### src/rtl/bitrev_pkg.sv
// Shared constants for the round-robin bit-reverse scheduler: channel IDs,
// FSM encodings and default widths.
package bitrev_pkg;
  localparam logic       ID_A      = 1'b0;
  localparam logic       ID_B      = 1'b1;
  localparam logic [0:0] S_EMPTY   = 1'b0;
  localparam logic [0:0] S_FULL    = 1'b1;
  localparam int         DEF_WIDTH = 4;
  localparam int         DEF_CNT_W = 8;
endpackage

### src/rtl/bitrev_rr_sched_if.sv
// Handshake bundle for bitrev_rr_sched: two valid/ready request channels, the
// tagged result channel and debug counters; out_par only with BITREV_PARITY_EN.
interface bitrev_rr_sched_if
  import bitrev_pkg::*;
#(
  parameter int WIDTH = DEF_WIDTH,
  parameter int CNT_W = DEF_CNT_W
);
  logic             a_valid;
  logic [WIDTH-1:0] a_data;
  logic             a_ready;
  logic             b_valid;
  logic [WIDTH-1:0] b_data;
  logic             b_ready;
  logic             out_valid;
  logic [WIDTH-1:0] out_data;
  logic             out_id;
  logic             out_ready;
  logic [CNT_W-1:0] cnt_a;
  logic [CNT_W-1:0] cnt_b;
`ifdef BITREV_PARITY_EN
  logic             out_par;
`endif

  modport master (
`ifdef BITREV_PARITY_EN
    input  out_par,
`endif
    output a_valid, a_data, b_valid, b_data, out_ready,
    input  a_ready, b_ready, out_valid, out_data, out_id, cnt_a, cnt_b
  );

  modport slave (
`ifdef BITREV_PARITY_EN
    output out_par,
`endif
    input  a_valid, a_data, b_valid, b_data, out_ready,
    output a_ready, b_ready, out_valid, out_data, out_id, cnt_a, cnt_b
  );
endinterface

### src/rtl/bit_reverse.sv
// Combinational bit-order reversal: out_o[i] = in_i[WIDTH-1-i]; zero latency.
module bit_reverse #(
  parameter int WIDTH = 4
) (
  input  logic [WIDTH-1:0] in_i,
  output logic [WIDTH-1:0] out_o
);
  always_comb begin
    out_o = '0;
    for (int i = 0; i < WIDTH; i++) begin
      out_o[i] = in_i[WIDTH-1-i];
    end
  end
endmodule

### src/rtl/bitrev_rr_sched.sv
// Round-robin arbiter sharing one bit-reverse path between A and B; 1-cycle latency,
// readies drop when the result register is held; BITREV_PARITY_EN adds out_par.
module bitrev_rr_sched
  import bitrev_pkg::*;
#(
  parameter int WIDTH = DEF_WIDTH,
  parameter int CNT_W = DEF_CNT_W
) (
  input  logic               clk,
  input  logic               rst,
  bitrev_rr_sched_if.slave   bus
);
  logic [0:0]       state_q, state_d;
  logic             last_id_q, last_id_d;
  logic [WIDTH-1:0] data_q, data_d;
  logic             id_q, id_d;
  logic [CNT_W-1:0] cnt_a_q, cnt_a_d;
  logic [CNT_W-1:0] cnt_b_q, cnt_b_d;
  logic             can_accept, grant_a, grant_b, fire_a, fire_b;
  logic [WIDTH-1:0] sel_data, rev_data;

  always_comb begin
    can_accept = (state_q == S_EMPTY) | bus.out_ready;
    // On contention the channel that was not served last wins.
    grant_a    = bus.a_valid & (~bus.b_valid | (last_id_q == ID_B));
    grant_b    = bus.b_valid & (~bus.a_valid | (last_id_q == ID_A));
    fire_a     = ~rst & can_accept & grant_a;
    fire_b     = ~rst & can_accept & grant_b;
    sel_data   = grant_b ? bus.b_data : bus.a_data;
  end

  bit_reverse #(.WIDTH(WIDTH)) u_rev (
    .in_i  (sel_data),
    .out_o (rev_data)
  );

  always_comb begin
    state_d   = state_q;
    last_id_d = last_id_q;
    data_d    = data_q;
    id_d      = id_q;
    cnt_a_d   = cnt_a_q;
    cnt_b_d   = cnt_b_q;
    if (fire_a | fire_b) begin
      state_d   = S_FULL;
      data_d    = rev_data;
      id_d      = fire_b ? ID_B : ID_A;
      last_id_d = fire_b ? ID_B : ID_A;
      if (fire_a && !(&cnt_a_q)) cnt_a_d = cnt_a_q + CNT_W'(1);
      if (fire_b && !(&cnt_b_q)) cnt_b_d = cnt_b_q + CNT_W'(1);
    end else if ((state_q == S_FULL) && bus.out_ready) begin
      state_d = S_EMPTY;
    end
  end

  always_ff @(posedge clk) begin
    if (rst) begin
      state_q   <= S_EMPTY;
      last_id_q <= ID_B;
      data_q    <= '0;
      id_q      <= ID_A;
      cnt_a_q   <= '0;
      cnt_b_q   <= '0;
    end else begin
      state_q   <= state_d;
      last_id_q <= last_id_d;
      data_q    <= data_d;
      id_q      <= id_d;
      cnt_a_q   <= cnt_a_d;
      cnt_b_q   <= cnt_b_d;
    end
  end

`ifdef BITREV_PARITY_EN
  logic par_q, par_d;

  always_comb begin
    par_d = par_q;
    if (fire_a | fire_b) par_d = ^rev_data;
  end

  always_ff @(posedge clk) begin
    if (rst) par_q <= 1'b0;
    else     par_q <= par_d;
  end

  assign bus.out_par = par_q;
`endif

  assign bus.a_ready   = fire_a;
  assign bus.b_ready   = fire_b;
  assign bus.out_valid = (state_q == S_FULL);
  assign bus.out_data  = data_q;
  assign bus.out_id    = id_q;
  assign bus.cnt_a     = cnt_a_q;
  assign bus.cnt_b     = cnt_b_q;
endmodule

### src/flat_wrapper.sv
// flat-port wrapper written by rule: the top's interface ports become plain ports
module bitrev_rr_sched_flat import bitrev_pkg::*;
#(
  parameter int WIDTH = DEF_WIDTH,
  parameter int CNT_W = DEF_CNT_W
)
  (clk, rst, bus_a_valid, bus_a_data, bus_b_valid, bus_b_data, bus_out_ready, bus_a_ready, bus_b_ready, bus_out_valid, bus_out_data, bus_out_id, bus_cnt_a, bus_cnt_b);
  bitrev_rr_sched_if #(.WIDTH(WIDTH), .CNT_W(CNT_W)) bus_i ();
  input  logic clk;
  input  logic rst;
  input wire logic [$bits(bus_i.a_valid)-1:0] bus_a_valid;
  input wire logic [$bits(bus_i.a_data)-1:0] bus_a_data;
  input wire logic [$bits(bus_i.b_valid)-1:0] bus_b_valid;
  input wire logic [$bits(bus_i.b_data)-1:0] bus_b_data;
  input wire logic [$bits(bus_i.out_ready)-1:0] bus_out_ready;
  output wire logic [$bits(bus_i.a_ready)-1:0] bus_a_ready;
  output wire logic [$bits(bus_i.b_ready)-1:0] bus_b_ready;
  output wire logic [$bits(bus_i.out_valid)-1:0] bus_out_valid;
  output wire logic [$bits(bus_i.out_data)-1:0] bus_out_data;
  output wire logic [$bits(bus_i.out_id)-1:0] bus_out_id;
  output wire logic [$bits(bus_i.cnt_a)-1:0] bus_cnt_a;
  output wire logic [$bits(bus_i.cnt_b)-1:0] bus_cnt_b;
  assign bus_i.a_valid = bus_a_valid;
  assign bus_i.a_data = bus_a_data;
  assign bus_i.b_valid = bus_b_valid;
  assign bus_i.b_data = bus_b_data;
  assign bus_i.out_ready = bus_out_ready;
  assign bus_a_ready = bus_i.a_ready;
  assign bus_b_ready = bus_i.b_ready;
  assign bus_out_valid = bus_i.out_valid;
  assign bus_out_data = bus_i.out_data;
  assign bus_out_id = bus_i.out_id;
  assign bus_cnt_a = bus_i.cnt_a;
  assign bus_cnt_b = bus_i.cnt_b;
  bitrev_rr_sched #(.WIDTH(WIDTH), .CNT_W(CNT_W)) u_core (.clk(clk), .rst(rst), .bus(bus_i));
endmodule
### config.mk
export PLATFORM = sky130hd
export DESIGN_NAME = bitrev_rr_sched_flat
export DESIGN_NICKNAME = d
export VERILOG_FILES = /design/src/rtl/bitrev_pkg.sv /design/src/rtl/bitrev_rr_sched_if.sv /design/src/rtl/bit_reverse.sv /design/src/rtl/bitrev_rr_sched.sv /design/src/flat_wrapper.sv
export SDC_FILE = /design/constraint.sdc
export NUM_CORES = 1
export LEC_CHECK = 0
export ABC_AREA = 1
export BUFFER_PORTS_ARGS = -buffer_cell sky130_fd_sc_hd__buf_2
export CAP_MARGIN = 20
export CORE_ASPECT_RATIO = 0.8
export CORE_UTILIZATION = 46
export CTS_CLUSTER_DIAMETER = 150
export DETAILED_ROUTE_END_ITERATION = 10
export PLACE_DENSITY = 0.74
export REMOVE_ABC_BUFFERS = 1
export SLEW_MARGIN = 20
export SYNTH_ARGS = -nofsm -noshare
export SYNTH_HDL_FRONTEND = slang
export SYNTH_HIERARCHICAL = 1
export SYNTH_SLANG_ARGS = --single-unit
### constraint.sdc
create_clock -name clk -period 1.3 [get_ports clk]
set_input_delay 0.065 -clock clk [delete_from_list [all_inputs] [get_ports clk]]
set_output_delay 0.065 -clock clk [all_outputs]
set_load 0.02 [all_outputs]
==> flow_summary.yaml <==
setup_path:
  required_ns: 1.46
  r2r_end: "u_core/bus.cnt_b[4]"
  crit_fanout: 6
  cp.arrival_ns: 1.40
  reg2reg_from: "u_core/bus.cnt_b[1]"
  cp-start-kind: "register"
  ff2ff_path_depth: 8
  r2r_slack_ns: 0.06
  crit_type: "reg2reg"
  cp-end-kind: "register"
grt:
  grt_max_degree: 17
  grt_pass1_vias: 1161
  grt_overflow: 0
  grt_pass1_wl_um: 5000
  grt_usage_pct: 19.6
  antenna_found_initial: 0
die:
  core_um2: 2790
  dieArea_um2: 3190
  fp.dieH_um: 50.7
  ios: 37
  rows: 17
  die_x_um: 62.9
  start_util_pct: 49.0
pwr:
  clockPowerShare_pct: 29.6
  seq_power_share_pct: 51.6
  share_comb_of_total_power_pct: 18.8
  p_per_area_nw_per_um2: 845
  switchingPower_mw: 0.413
  ir_worst_vdd_v: 0.000477
  swShare_pct: 28.1
  power.leakage_nw: 0.870
  intPower_mw: 1.06
synth:
  synthArstFlopShare_pct: 0
  synth.distinct_cells: 26
  ys_top_cells_by_count: "nand2_1 (60), nor2_1 (37), dfxtp_1 (23), inv_1 (17), nand3_1 (12)"
  ys.flop_type: "dfxtp_1"
  syn_avg_cell_area_um2: 6.80
  yosysTopAreaCell: "dfxtp_1"
  postSynthCellCount: 201
  synth_area_um2: 1370
  synth_edf_count: 0
  ys_seq_area_share_pct: 33.7
  yosys_warnings: 6
  synth.most_common_cell: "nand2_1"
  ys_ff_latch: 23
  yosysTopAreaCellShare_pct: 33.7
  synth_area_leaders: "dfxtp_1 (34%), nand2_1 (16%), nor2_1 (10%)"
place:
  gp_congestion: 0.868
  pre_cts_slack_ns: -0.00884
  hpwl_um: 2250
  io_buffers: 36
  place_area_um2: 1620
routing:
  highest_layer: "met4"
  drcViolationCount: 0
  vias_per_cell: 4.74
  drt-met1-wl_um: 1510
  dr.pass1.iters: 4
  ant_nets: 0
  wirelength_um: 3010
  drt_iter0_drc: 54
  met2_length_um: 1310
  dr_wl_met3_um: 171
  wire_per_inst_um: 10.6
  vias: 1342
timing:
  slew_violations: 0
  hold_violations: 0
  setup_viol: 0
  fin_ws_ns: 0.0595
  setup_tns_ns: 0
  slew_headroom_pct: 82.2
  holdWs_ns: 0.125
  fmax_ghz: 0.806
  finalCritPeriodShare_pct: 95.4
  fin_crit_ns: 1.24
  worstMarginPinSlew_ns: 0.267
  skew_ns: 0.00153
cells_and_area:
  final_core_util_pct: 62.4
  fillers: 271
  drive_gt1_share_pct: 34.7
  syn_to_final_growth_pct: 27.2
  fin_nets: 261
  n_antenna_cell: 0
  fin_area_um2: 1740
clock_tree:
  clockRootBuffer: "clkbuf_8"
  clkLatencyLatePin_ns: 0.26
  clock-sinks: 23
  cts_max_path_buffers: 2
  numCtsBuffers: 3
  tritoncts: "built"
  h-tree-depth: 1
  path_clk_slew_ns: 0.08
min_path:
  hold_class: "in2reg"
  hp-start: "bus_b_data[1]"
  min_path_cells: 5
  whs_endpoint: "u_core/bus.out_data[2]"
outcome:
  outcome: "complete, no violations"
flow_run:
  drv_cap: 0
-- through the flow --
stage / power [mW] / std cells
6_report: 1.47 / 283
3_3_place_gp: 1.03 / 278
4_1_cts: 1.47 / 282
2_1_floorplan: 0.927 / 194
3_5_place_dp: 1.03 / 278
5_1_grt: 1.56 / 283
-- final cells by class --
class / count / area (um^2) / share of cell area, %
Clock inverter: 1 / 5.00 / 0.288
Sequential cell: 23 / 469 / 27.0
Multi-Input combinational cell: 148 / 806 / 46.4
Inverter: 23 / 93.8 / 5.40
Timing Repair Buffer: 47 / 275 / 15.8
Tap cell: 38 / 47.5 / 2.74
Clock buffer: 3 / 41.3 / 2.38
-- sequential cells by signal, indices dropped and copies added, names as in the netlist --
signal                flops
u_core/bus.cnt_b          8
u_core/bus.cnt_a          8
u_core/bus.out_valid      1
u_core/bus.out_data       4
u_core/bus.out_id         1
u_core/last_id_q          1
-- repair_timing --
| action | CTS | global route |
|---|---|---|
| buffers inserted | 0 | 1 |
| pin swaps | 0 | 1 |
| endpoints found under the setup margin | 6 | 20 |
| hold buffers | 0 | 0 |
| resized for setup | 5 | 18 |
-- metal layers --
metal	track usage, %	vias to the layer above
li1	-	706
met1	28.0	592
met2	30.1	42
met3	3.18	2
met4	5.81	0
met5	0	-
-- cell families after synthesis --
group                    synth area share, %
adder cells (fa/ha/maj)                 1.83
AND/OR/NAND/NOR                         44.4
AO/OA/AOI/OAI                           6.41
flip-flops                              33.7
XOR/XNOR                                1.92
buffers and inverters                   11.7
-- how the worst max path moves through the flow --
stage / from / endpoint / slack, ns / cells past startpoint
6_report: u_core/bus.cnt_b[1] / u_core/bus.cnt_b[4] / 0.06 / 8
3_5_place_dp: u_core/bus.cnt_a[0] / u_core/bus.cnt_a[0] / -0.009 / 7
3_3_place_gp: u_core/bus.cnt_b[0] / u_core/bus.cnt_b[0] / 0.04 / 9
5_1_grt: u_core/bus.cnt_b[1] / u_core/bus.cnt_b[0] / -0.005 / 9
4_1_cts: u_core/bus.cnt_b[0] / u_core/bus.cnt_b[1] / 0.009 / 8
2_1_floorplan: u_core/bus.cnt_b[0] / u_core/bus.cnt_b[1] / -0.09 / 8
-- worst max-delay path: stages, from the launching register on --
cell	delay, ns
dfxtp_1	0.37
ha_4	0.16
nand3_2	0.10
inv_2	0.10
nand2_4	0.08
nand3_1	0.15
nand2_1	0.08
nand2_1	0.06
nor2_1	0.04
-- power groups by stage --
stage | clock [mW] | sequential (mW) | combinational [mW]
after floorplan | 0 | 0.804 | 0.123
after global placement | 0 | 0.766 | 0.259
after detailed placement | 0 | 0.767 | 0.262
after CTS | 0.450 | 0.751 | 0.265
after global routing | 0.492 | 0.761 | 0.304
final | 0.435 | 0.758 | 0.276
-- cells in the final DEF (no fill, tap or decap), drive strengths merged --
cell	n
xnor2	1
buf	47
ha	2
nand3b	1
nand3	15
a21oi	8
nand4	2
o211ai	1
dfxtp	23
nor2	40
xor2	2
inv	22
o21ai	8
clkinv	2
nand2	68
clkbuf	3
No activity file was read; power rests on OpenSTA's default activity.
